==> src/rtl/shift_sequencer.sv <==
// rtl/shift_sequencer.sv - multicycle controller sequencing the registered barrel shifter
// Walks the shifter through load, shift and capture, then presents a registered result with a done pulse.
module shift_sequencer #(
    parameter int SHIFT_W = 5,
    parameter int DATA_W  = 32
) (
    input  logic               clk,
    input  logic               reset,
    input  logic               start,
    input  logic               flush,
    input  logic [2:0]         op,
    input  logic               amt_sel,
    input  logic [SHIFT_W-1:0] shamt,
    input  logic [DATA_W-1:0]  rs_amt,
    input  logic [DATA_W-1:0]  data_in,
    input  logic [DATA_W-1:0]  shifter_out,
    output logic [2:0]         shifter_ctrl,
    output logic [SHIFT_W-1:0] shifter_n,
    output logic [DATA_W-1:0]  shifter_data,
    output logic               busy,
    output logic               done,
    output logic [DATA_W-1:0]  result,
    output logic               error
);

    typedef enum logic [2:0] {
        IDLE    = 3'd0,
        LOAD    = 3'd1,
        SHIFT   = 3'd2,
        CAPTURE = 3'd3,
        DONE    = 3'd4
    } state_t;

    localparam logic [2:0] CTRL_NOP  = 3'b000;
    localparam logic [2:0] CTRL_LOAD = 3'b001;

    state_t             state;
    logic [2:0]         op_q;
    logic [SHIFT_W-1:0] amt_q;

    logic               op_legal;
    logic [SHIFT_W-1:0] req_amt;
    logic               rs_amt_unused;

    assign op_legal      = (op <= 3'b100);
    // Register amounts are truncated to the shift width, so 32 acts as 0.
    assign req_amt       = amt_sel ? rs_amt[SHIFT_W-1:0] : shamt;
    assign rs_amt_unused = ^rs_amt[DATA_W-1:SHIFT_W];

    function automatic logic [2:0] map_op(input logic [2:0] o);
        case (o)
            3'b000:  map_op = 3'b010;
            3'b001:  map_op = 3'b011;
            3'b010:  map_op = 3'b100;
            3'b011:  map_op = 3'b101;
            3'b100:  map_op = 3'b110;
            default: map_op = CTRL_NOP;
        endcase
    endfunction

    always_ff @(posedge clk) begin
        if (reset) begin
            state        <= IDLE;
            op_q         <= '0;
            amt_q        <= '0;
            shifter_ctrl <= CTRL_NOP;
            shifter_n    <= '0;
            shifter_data <= '0;
            busy         <= 1'b0;
            done         <= 1'b0;
            result       <= '0;
            error        <= 1'b0;
        end else begin
            done  <= 1'b0;
            error <= 1'b0;
            case (state)
                IDLE, DONE: begin
                    state        <= IDLE;
                    busy         <= 1'b0;
                    shifter_ctrl <= CTRL_NOP;
                    shifter_n    <= '0;
                    if (start && !flush) begin
                        if (op_legal) begin
                            op_q         <= op;
                            amt_q        <= req_amt;
                            shifter_data <= data_in;
                            shifter_ctrl <= CTRL_LOAD;
                            busy         <= 1'b1;
                            state        <= LOAD;
                        end else begin
                            error <= 1'b1;
                        end
                    end
                end
                LOAD: begin
                    if (flush) begin
                        state        <= IDLE;
                        busy         <= 1'b0;
                        shifter_ctrl <= CTRL_NOP;
                    end else if (amt_q != '0) begin
                        state        <= SHIFT;
                        shifter_ctrl <= map_op(op_q);
                        shifter_n    <= amt_q;
                    end else begin
                        // Zero shift: the loaded value is already the answer.
                        state        <= CAPTURE;
                        shifter_ctrl <= CTRL_NOP;
                    end
                end
                SHIFT: begin
                    shifter_ctrl <= CTRL_NOP;
                    shifter_n    <= '0;
                    if (flush) begin
                        state <= IDLE;
                        busy  <= 1'b0;
                    end else begin
                        state <= CAPTURE;
                    end
                end
                CAPTURE: begin
                    shifter_ctrl <= CTRL_NOP;
                    busy         <= 1'b0;
                    if (flush) begin
                        state <= IDLE;
                    end else begin
                        result <= shifter_out;
                        done   <= 1'b1;
                        state  <= DONE;
                    end
                end
                default: begin
                    state        <= IDLE;
                    busy         <= 1'b0;
                    shifter_ctrl <= CTRL_NOP;
                    shifter_n    <= '0;
                end
            endcase
        end
    end

endmodule

==> config.mk <==
export PLATFORM = sky130hd
export DESIGN_NAME = shift_sequencer
export DESIGN_NICKNAME = d
export VERILOG_FILES = /design/src/rtl/shift_sequencer.sv
export SDC_FILE = /design/constraint.sdc
export NUM_CORES = 1
export LEC_CHECK = 0
export ABC_CLOCK_PERIOD_IN_PS = 2100
export CORE_ASPECT_RATIO = 1.1
export CORE_MARGIN = 1
export CORE_UTILIZATION = 40
export CTS_BUF_LIST = sky130_fd_sc_hd__clkbuf_4
export DETAILED_ROUTE_END_ITERATION = 16
export PLACE_DENSITY = 0.83
export SETUP_SLACK_MARGIN = 0.3
export SLEW_MARGIN = 20
export SYNTH_ARGS = -nofsm -noshare
export SYNTH_HDL_FRONTEND = slang
export SYNTH_SLANG_ARGS = --single-unit
==> constraint.sdc <==
create_clock -name clk -period 2.1 [get_ports clk]
set_input_delay 0.42 -clock clk [delete_from_list [all_inputs] [get_ports clk]]
set_output_delay 0.42 -clock clk [all_outputs]
set_load 0.1 [all_outputs]
==> results of run 1 <==
==> routing by layer <==
layer / routed length [um] / track usage (%) / up-vias
li1: - / - / 1637
met1: 3550 / 22.55 / 1529
met2: 4598 / 38.58 / 121
met3: 760 / 6.032 / 12
met4: 129 / 7.320 / 0
met5: 0 / 0 / -
==> logic make-up (layout without fill, tap and decap cells) <==
| family | after synthesis | after routing |
|---|---|---|
| simple gates | 125 | 125 |
| flops | 86 | 86 |
| xor+xnor | 1 | 1 |
| mux | 9 | 9 |
| compound gates | 129 | 129 |
| buf+inv | 39 | 186 |
==> per-stage QoR <==
step / utilization, % / area, um2 / hold WS (ns) / total power (W)
3_5_place_dp: 60.14 / 4810 / 0.4469 / 0.002368
2_1_floorplan: - / 3323 / 0.4688 / 0.002111
5_1_grt: 61.72 / 4936 / 0.4038 / 0.003356
3_3_place_gp: 60.14 / 4810 / 0.4425 / 0.002356
6_report: 61.72 / 4936 / 0.4187 / 0.003216
4_1_cts: 61.72 / 4936 / 0.3828 / 0.003255
==> cell usage in the layout (no fill, tap or decap), types with 9 or more instances in the layout <==
master           Yosys  final
clkdlybuf4s50_1      0     80
a21oi_1             79     79
nand3_1             32     32
dfxtp_1             86     86
clkbuf_4             0     10
buf_4                0     83
nor2_1               9      9
mux2i_1              9      9
nand2_1             64     64
o21ai_1             28     28
==> state kept, by name (all words and copies together) (netlist names) <==
name,count
amt_q,5
busy,1
done,1
error,1
op_q,3
result,32
shifter_ctrl,3
shifter_data,32
shifter_n,5
state,3
==> synthesized netlist by cell type, drive strengths merged <==
master / number
dfxtp: 86
a21oi: 79
nand2: 64
o21ai: 33
nand3: 32
clkbuf: 20
buf: 17
nor2: 10
mux2i: 9
a211oi: 6
nor3: 6
o21a: 4
nand3b: 3
a2111oi: 2
inv: 2
a21o: 1
a32oi: 1
and3b: 1
nand2b: 1
nand4bb: 1
nor3b: 1
nor4: 1
nor4b: 1
nor4bb: 1
o211ai: 1
o21bai: 1
o32ai: 1
or3b: 1
or4: 1
or4b: 1
xor2: 1
==> layout make-up <==
class | count | area, um2
multi-input cells | 264 | 1416
flip-flops and latches | 86 | 1722
repair buffers | 169 | 1529
clock buffers | 10 | 75.07
fillers | 678 | 3062
well taps | 108 | 135.1
clock inverters | 5 | 51.30
inverters | 2 | 7.507
==> final timing paths <==
check | endpoint | from
setup / recovery | op_q[0]$_SDFFE_PP0P_ | flush
setup reg to reg | shifter_data[1]$_SDFFE_PP0P_ | state[1]$_SDFF_PP0_
hold / removal | busy$_SDFFE_PP0P_ | reset
hold reg to reg | result[17]$_SDFFE_PP0P_ | result[17]$_SDFFE_PP0P_
==> power by group <==
part | internal (W) | switching [W]
registers | 0.00167 | 0.0000293
clock network | 0.000363 | 0.000522
logic | 0.000254 | 0.000378
total | 0.00229 | 0.000929
==> metrics.txt, run 1 <==
Clock Tree Buf Depth=2; Post-CTS Resized=0; Die X=88.91 um; crit path launch type=input pin; register area share after synthesis=51.81%; pre-CTS setup slack=-0.08701 ns; worst vdd ir=0.3922 mV; RSZ-0062 raised after global routing=false; synth unique cells=36; I/O Buffers=156; top cell type's share of synthesized area=51.81%; Synth Area in Compound Gates=20.97%; CP top delay family=buffers and inverters; fmax=570.8 MHz; final hold violations=0; run status=finished clean; min setup slack post-route=0.3481 ns; largest net degree at the start of global routing=35; adder-cell share of the synthesized area=0%; Critical path buffers and inverters=3; drt initial violations=139; Slew HR=65.01%; ant diodes=0; clk sinks=86; Worst setup EP type=register; Max-cap violations=0; # setup viols final=0; Final period util=83.42%; CP cell instances=clkdlybuf4s50_1 -> buf_4 -> nor4b_4 -> buf_12 -> a21oi_1 -> a2111oi_0; grt total ovfl=0; Num CTS Buffers=9; crit path max fanout=10; Mapped Area=3323 um2; DRC=0; synth warn=0; post-synthesis mux area share=2.711%; GRT Total Usage=21.13%; initial core utilization=41.55%; Final #Nets=641; Detailed Route WL=9038 um; dpl cells=629; Cell Count, Final, Fillers Out=644; Die H=97.60 um; Data arrival, critical path=2.02 ns; Synth Register Bits=86; vias=3299; leakage=1.882 nW; Pwr Density=651.4 nW/um2; layout cell share with drive strength beyond 1=20.52%; number of vias per cell=5.123; Worst R2R Setup Slack=0.48 ns; reg2reg path depth=4; core box area=7998 um2; Post-Route Setup TNS=0 ns; crit path kind=in2reg; hold depth=2; io pins=184; CTS tree=built; number of hold buffers added after CTS=0; first-pass GRT wire length=14350 um; WP depth=6; Layout area overhead=48.53%; H-tree depth=3; antenna violations before repair=0; slowest stage delay, CP=0.44 ns; worst-skew pair later-pin latency=0.41 ns; hold crit path type=in2reg; simple-gate portion of the synthesized area=18.11%; clock-pin slew on the worst setup and hold paths=0.12 ns; Worst Skew=0.01358 ns; area leader, netlist=dfxtp_1; Tmin final=1.752 ns; Post-CTS Setup Bufs=0; GP Congestion=0.7495; vias in the first global route=3227; DP Wirelength=6555 um; CP max stage cell=clkdlybuf4s50_1; Synth Area per Inst=8.543 um2; post-route ant nets=0; wire per inst=14.03 um; Slew @ Worst Pin=0.5201 ns; Row Count=34; root buffer cell=clkbuf_4; Post-Syn Instances=389; die area=8677 um2; Slew Viols, Final=0; Worst EP required=2.37 ns; main combinational cell family by area after synthesis=compound AO/OA/AOI/OAI gates; Synth area leaders=dfxtp_1, a21oi_1, nand2_1; Synth Net Count=498; First-pass DRT Iterations=4; XOR/XNOR Fraction of Synth Area=0.2636%
(Power assumes the default switching activity.)
==> run 2: changes to the inputs <==
--- a/config.mk
+++ b/config.mk
@@ -5,7 +5,7 @@
 export SDC_FILE = /design/constraint.sdc
 export NUM_CORES = 1
 export LEC_CHECK = 0
-export ABC_CLOCK_PERIOD_IN_PS = 2100
+export ABC_CLOCK_PERIOD_IN_PS = 1700
 export CORE_ASPECT_RATIO = 1.1
 export CORE_MARGIN = 1
 export CORE_UTILIZATION = 40
==> constraint.sdc (replaced) <==
create_clock -name clk -period 1.7 [get_ports clk]
set_input_delay 0.34 -clock clk [delete_from_list [all_inputs] [get_ports clk]]
set_output_delay 0.34 -clock clk [all_outputs]
set_load 0.1 [all_outputs]
==> run 2 against run 1 <==
Compared with the run above:
- routed wire length rose by 29%
- total power rose by 31%
- flip-flop and latch count did not move
- via count rose by 8.3%
- hold slack got worse by 0.20 ns
- register-to-register slack got worse by 0.33 ns
- die area did not move
- clock skew rose by 0.0010 ns
- global-route usage rose by 4.7 points
- clock power rose by 27%
- critical endpoint is now shifter_data[5]$_SDFFE_PP0P_
- largest power group unchanged
==> metrics.txt, run 2 (synthesis gave the netlist of run 1 again) <==
Num CTS Buffers=9 (unchanged); die area=8677 um2 (unchanged); initial core utilization=41.55% (unchanged); met1 GRT Util=25.82% (was 22.55%); Row Count=34 (unchanged); worst setup path startpoint=state[0]$_SDFF_PP0_ (was flush); clk sinks=86 (unchanged); worst vdd ir=0.4162 mV (was 0.3922 mV); grt peak-use layer=met2 (unchanged); Detailed Route WL=11660 um (was 9038 um); Data arrival, critical path=1.86 ns (was 2.02 ns); grt total ovfl=0 (unchanged); H-tree depth=3 (unchanged); Final #Nets=662 (was 641); Slew Viols, Final=0 (unchanged); crit path launch type=register (was input pin); # setup viols final=0 (unchanged); Worst Skew=0.01462 ns (was 0.01358 ns); RSZ-0062 raised after global routing=true (was false); hold crit path type=in2reg (unchanged); Slew @ Worst Pin=0.3633 ns (was 0.5201 ns); Largest regs=result (32), shifter_data (32) (unchanged); Setup crit end=shifter_data[5]$_SDFFE_PP0P_ (was op_q[0]$_SDFFE_PP0P_); I/O Buffers=156 (unchanged); core box area=7998 um2 (unchanged); Die H=97.60 um (unchanged); reg-to-reg startpoint=state[0]$_SDFF_PP0_ (was state[1]$_SDFF_PP0_); io pins=184 (unchanged); Die X=88.91 um (unchanged); Max-cap violations=0 (unchanged); crit path max fanout=5 (was 10); Tmin final=1.551 ns; Pwr Density=670.2 nW/um2 (was 651.4 nW/um2); min setup slack post-route=0.1495 ns (was 0.3481 ns); Design Power=0.004220 W (was 0.003216 W); DP Wirelength=7926 um (was 6555 um); Worst EP required=2.01 ns (was 2.37 ns); commonest non-fill, non-tap cell in the layout=buf_12 (was dfxtp_1); number of vias per cell=5.381 (was 5.123); Clock Tree Buf Depth=2 (unchanged); antenna violations before repair=0 (unchanged); FF-to-FF End=shifter_data[5]$_SDFFE_PP0P_ (was shifter_data[1]$_SDFFE_PP0P_); Worst setup EP type=register (unchanged); ant diodes=0 (unchanged); met2 Use GR=47.22% (was 38.58%); clock-pin slew on the worst setup and hold paths=0.13 ns (was 0.12 ns); crit path kind=reg2reg (was in2reg); largest net degree at the start of global routing=47 (was 35); Layout area overhead=89.46% (was 48.53%); pre-CTS setup slack=-0.3019 ns (was -0.08701 ns); root buffer cell=clkbuf_4 (unchanged); Final period util=91.21%; post-route ant nets=0 (unchanged); drt initial violations=199 (was 139); worst-skew pair later-pin latency=0.42 ns (was 0.41 ns); DRC=0 (unchanged); vias in the first global route=3540 (was 3227); Slew HR=75.58% (was 65.01%); number of hold buffers added after CTS=0 (unchanged); first-pass GRT wire length=17090 um (was 14350 um); CTS tree=built (unchanged); First-pass DRT Iterations=6 (was 4); most frequent cells in the layout=buf_12, clkdlybuf4s50_1, a21oi_1 (was dfxtp_1, buf_4, clkdlybuf4s50_1); vias=3573 (was 3299); met3 usage=8.156% (was 6.032%); layout cell share with drive strength beyond 1=34.35% (was 20.52%); reg2reg path depth=5 (was 4); wire per inst=17.56 um (was 14.03 um); GRT Total Usage=25.83% (was 21.13%); run status=finished clean (unchanged); leakage=2.263 nW (was 1.882 nW); final hold violations=0 (unchanged); fmax=644.9 MHz; GP Congestion=0.7960 (was 0.7495); Worst R2R Setup Slack=0.15 ns (was 0.48 ns)
==> run 2: changes by cell type in the layout (fill, tap and decap cells not counted), moves of 8 or more <==
cell     delta
dfxtp_1    -36
o21ai_2     +8
o21ai_1     -9
buf_12     +78
dfxtp_2    +34
buf_4      -60
==> run 2: repair_timing <==
action	4_1_cts	5_1_grt
cloned	2	1
buffers inserted	7	1
pin swaps	8	7
gates resized for setup	32	44
endpoints found under the hold margin	0	0
endpoints found under the setup margin	87	82
==> run 2: through the flow <==
| stage | hold slack [ns] | cell area [um2] | std cells | utilization (%) | TNS [ns] |
|---|---|---|---|---|---|
| floorplan | 0.4688 | 3327 | 389 | - | 0 |
| global placement | 0.4789 | 5836 | 639 | 72.97 | -14.80 |
| detailed placement | 0.4850 | 5836 | 639 | 72.97 | -18.61 |
| CTS | 0.1911 | 6148 | 662 | 76.88 | 0 |
| global route | 0.2150 | 6296 | 664 | 78.72 | 0 |
| finish | 0.2234 | 6296 | 664 | 78.72 | 0 |
==> run 2: cell type report <==
class | count | area (um2)
Sequential cell | 86 | 1772
Tap cell | 108 | 135.1
Clock buffer | 10 | 75.07
Clock inverter | 4 | 50.05
Timing Repair Buffer | 190 | 2718
Fill cell | 485 | 1702
Multi-Input combinational cell | 264 | 1539
Inverter | 2 | 7.507
==> run 2: worst min-delay path by stage <==
stage                                       start                    endpoint  slack, ns  cells past startpoint
after global placement    result[16]$_SDFFE_PP0P_     result[16]$_SDFFE_PP0P_       0.48                      2
after global routing                        reset           busy$_SDFFE_PP0P_       0.21                      2
after floorplan              op_q[1]$_SDFFE_PP0P_  shifter_ctrl[1]$_SDFF_PP0_       0.47                      1
after detailed placement  result[12]$_SDFFE_PP0P_     result[12]$_SDFFE_PP0P_       0.49                      2
after CTS                                   reset           busy$_SDFFE_PP0P_       0.19                      2
final                                       reset           busy$_SDFFE_PP0P_       0.22                      2
==> run 2: critical path, stage by stage (launching register included) <==
cell,delay [ns]
dfxtp_4,0.36
or4b_4,0.57
buf_12,0.17
buf_16,0.13
o21ai_2,0.13
a21oi_1,0.09
==> run 2: per-layer routing <==
metal  wire length [um]  part of all wire (%)  up-vias
met4                295                   2.5        0
met5                  0                     0        -
li1                   -                     -     1677
met2               6357                    55      164
met1               4115                    35     1704
met3                892                   7.7       28
==> run 2: where the power goes <==
group | switching, W | internal (W) | leakage [nW]
sequential | 0.0000581 | 0.00206 | 0.715
combinational | 0.000524 | 0.000455 | 1.48
clock | 0.000672 | 0.000448 | 0.0643
==> run 3: changes to the inputs <==
--- a/config.mk
+++ b/config.mk
@@ -6,6 +6,7 @@
 export NUM_CORES = 1
 export LEC_CHECK = 0
 export ABC_CLOCK_PERIOD_IN_PS = 1700
+export CAP_MARGIN = 15
 export CORE_ASPECT_RATIO = 1.1
 export CORE_MARGIN = 1
 export CORE_UTILIZATION = 40
==> results of run 3 <==
Final layout, timing and power as in run 2 (identical DEF).
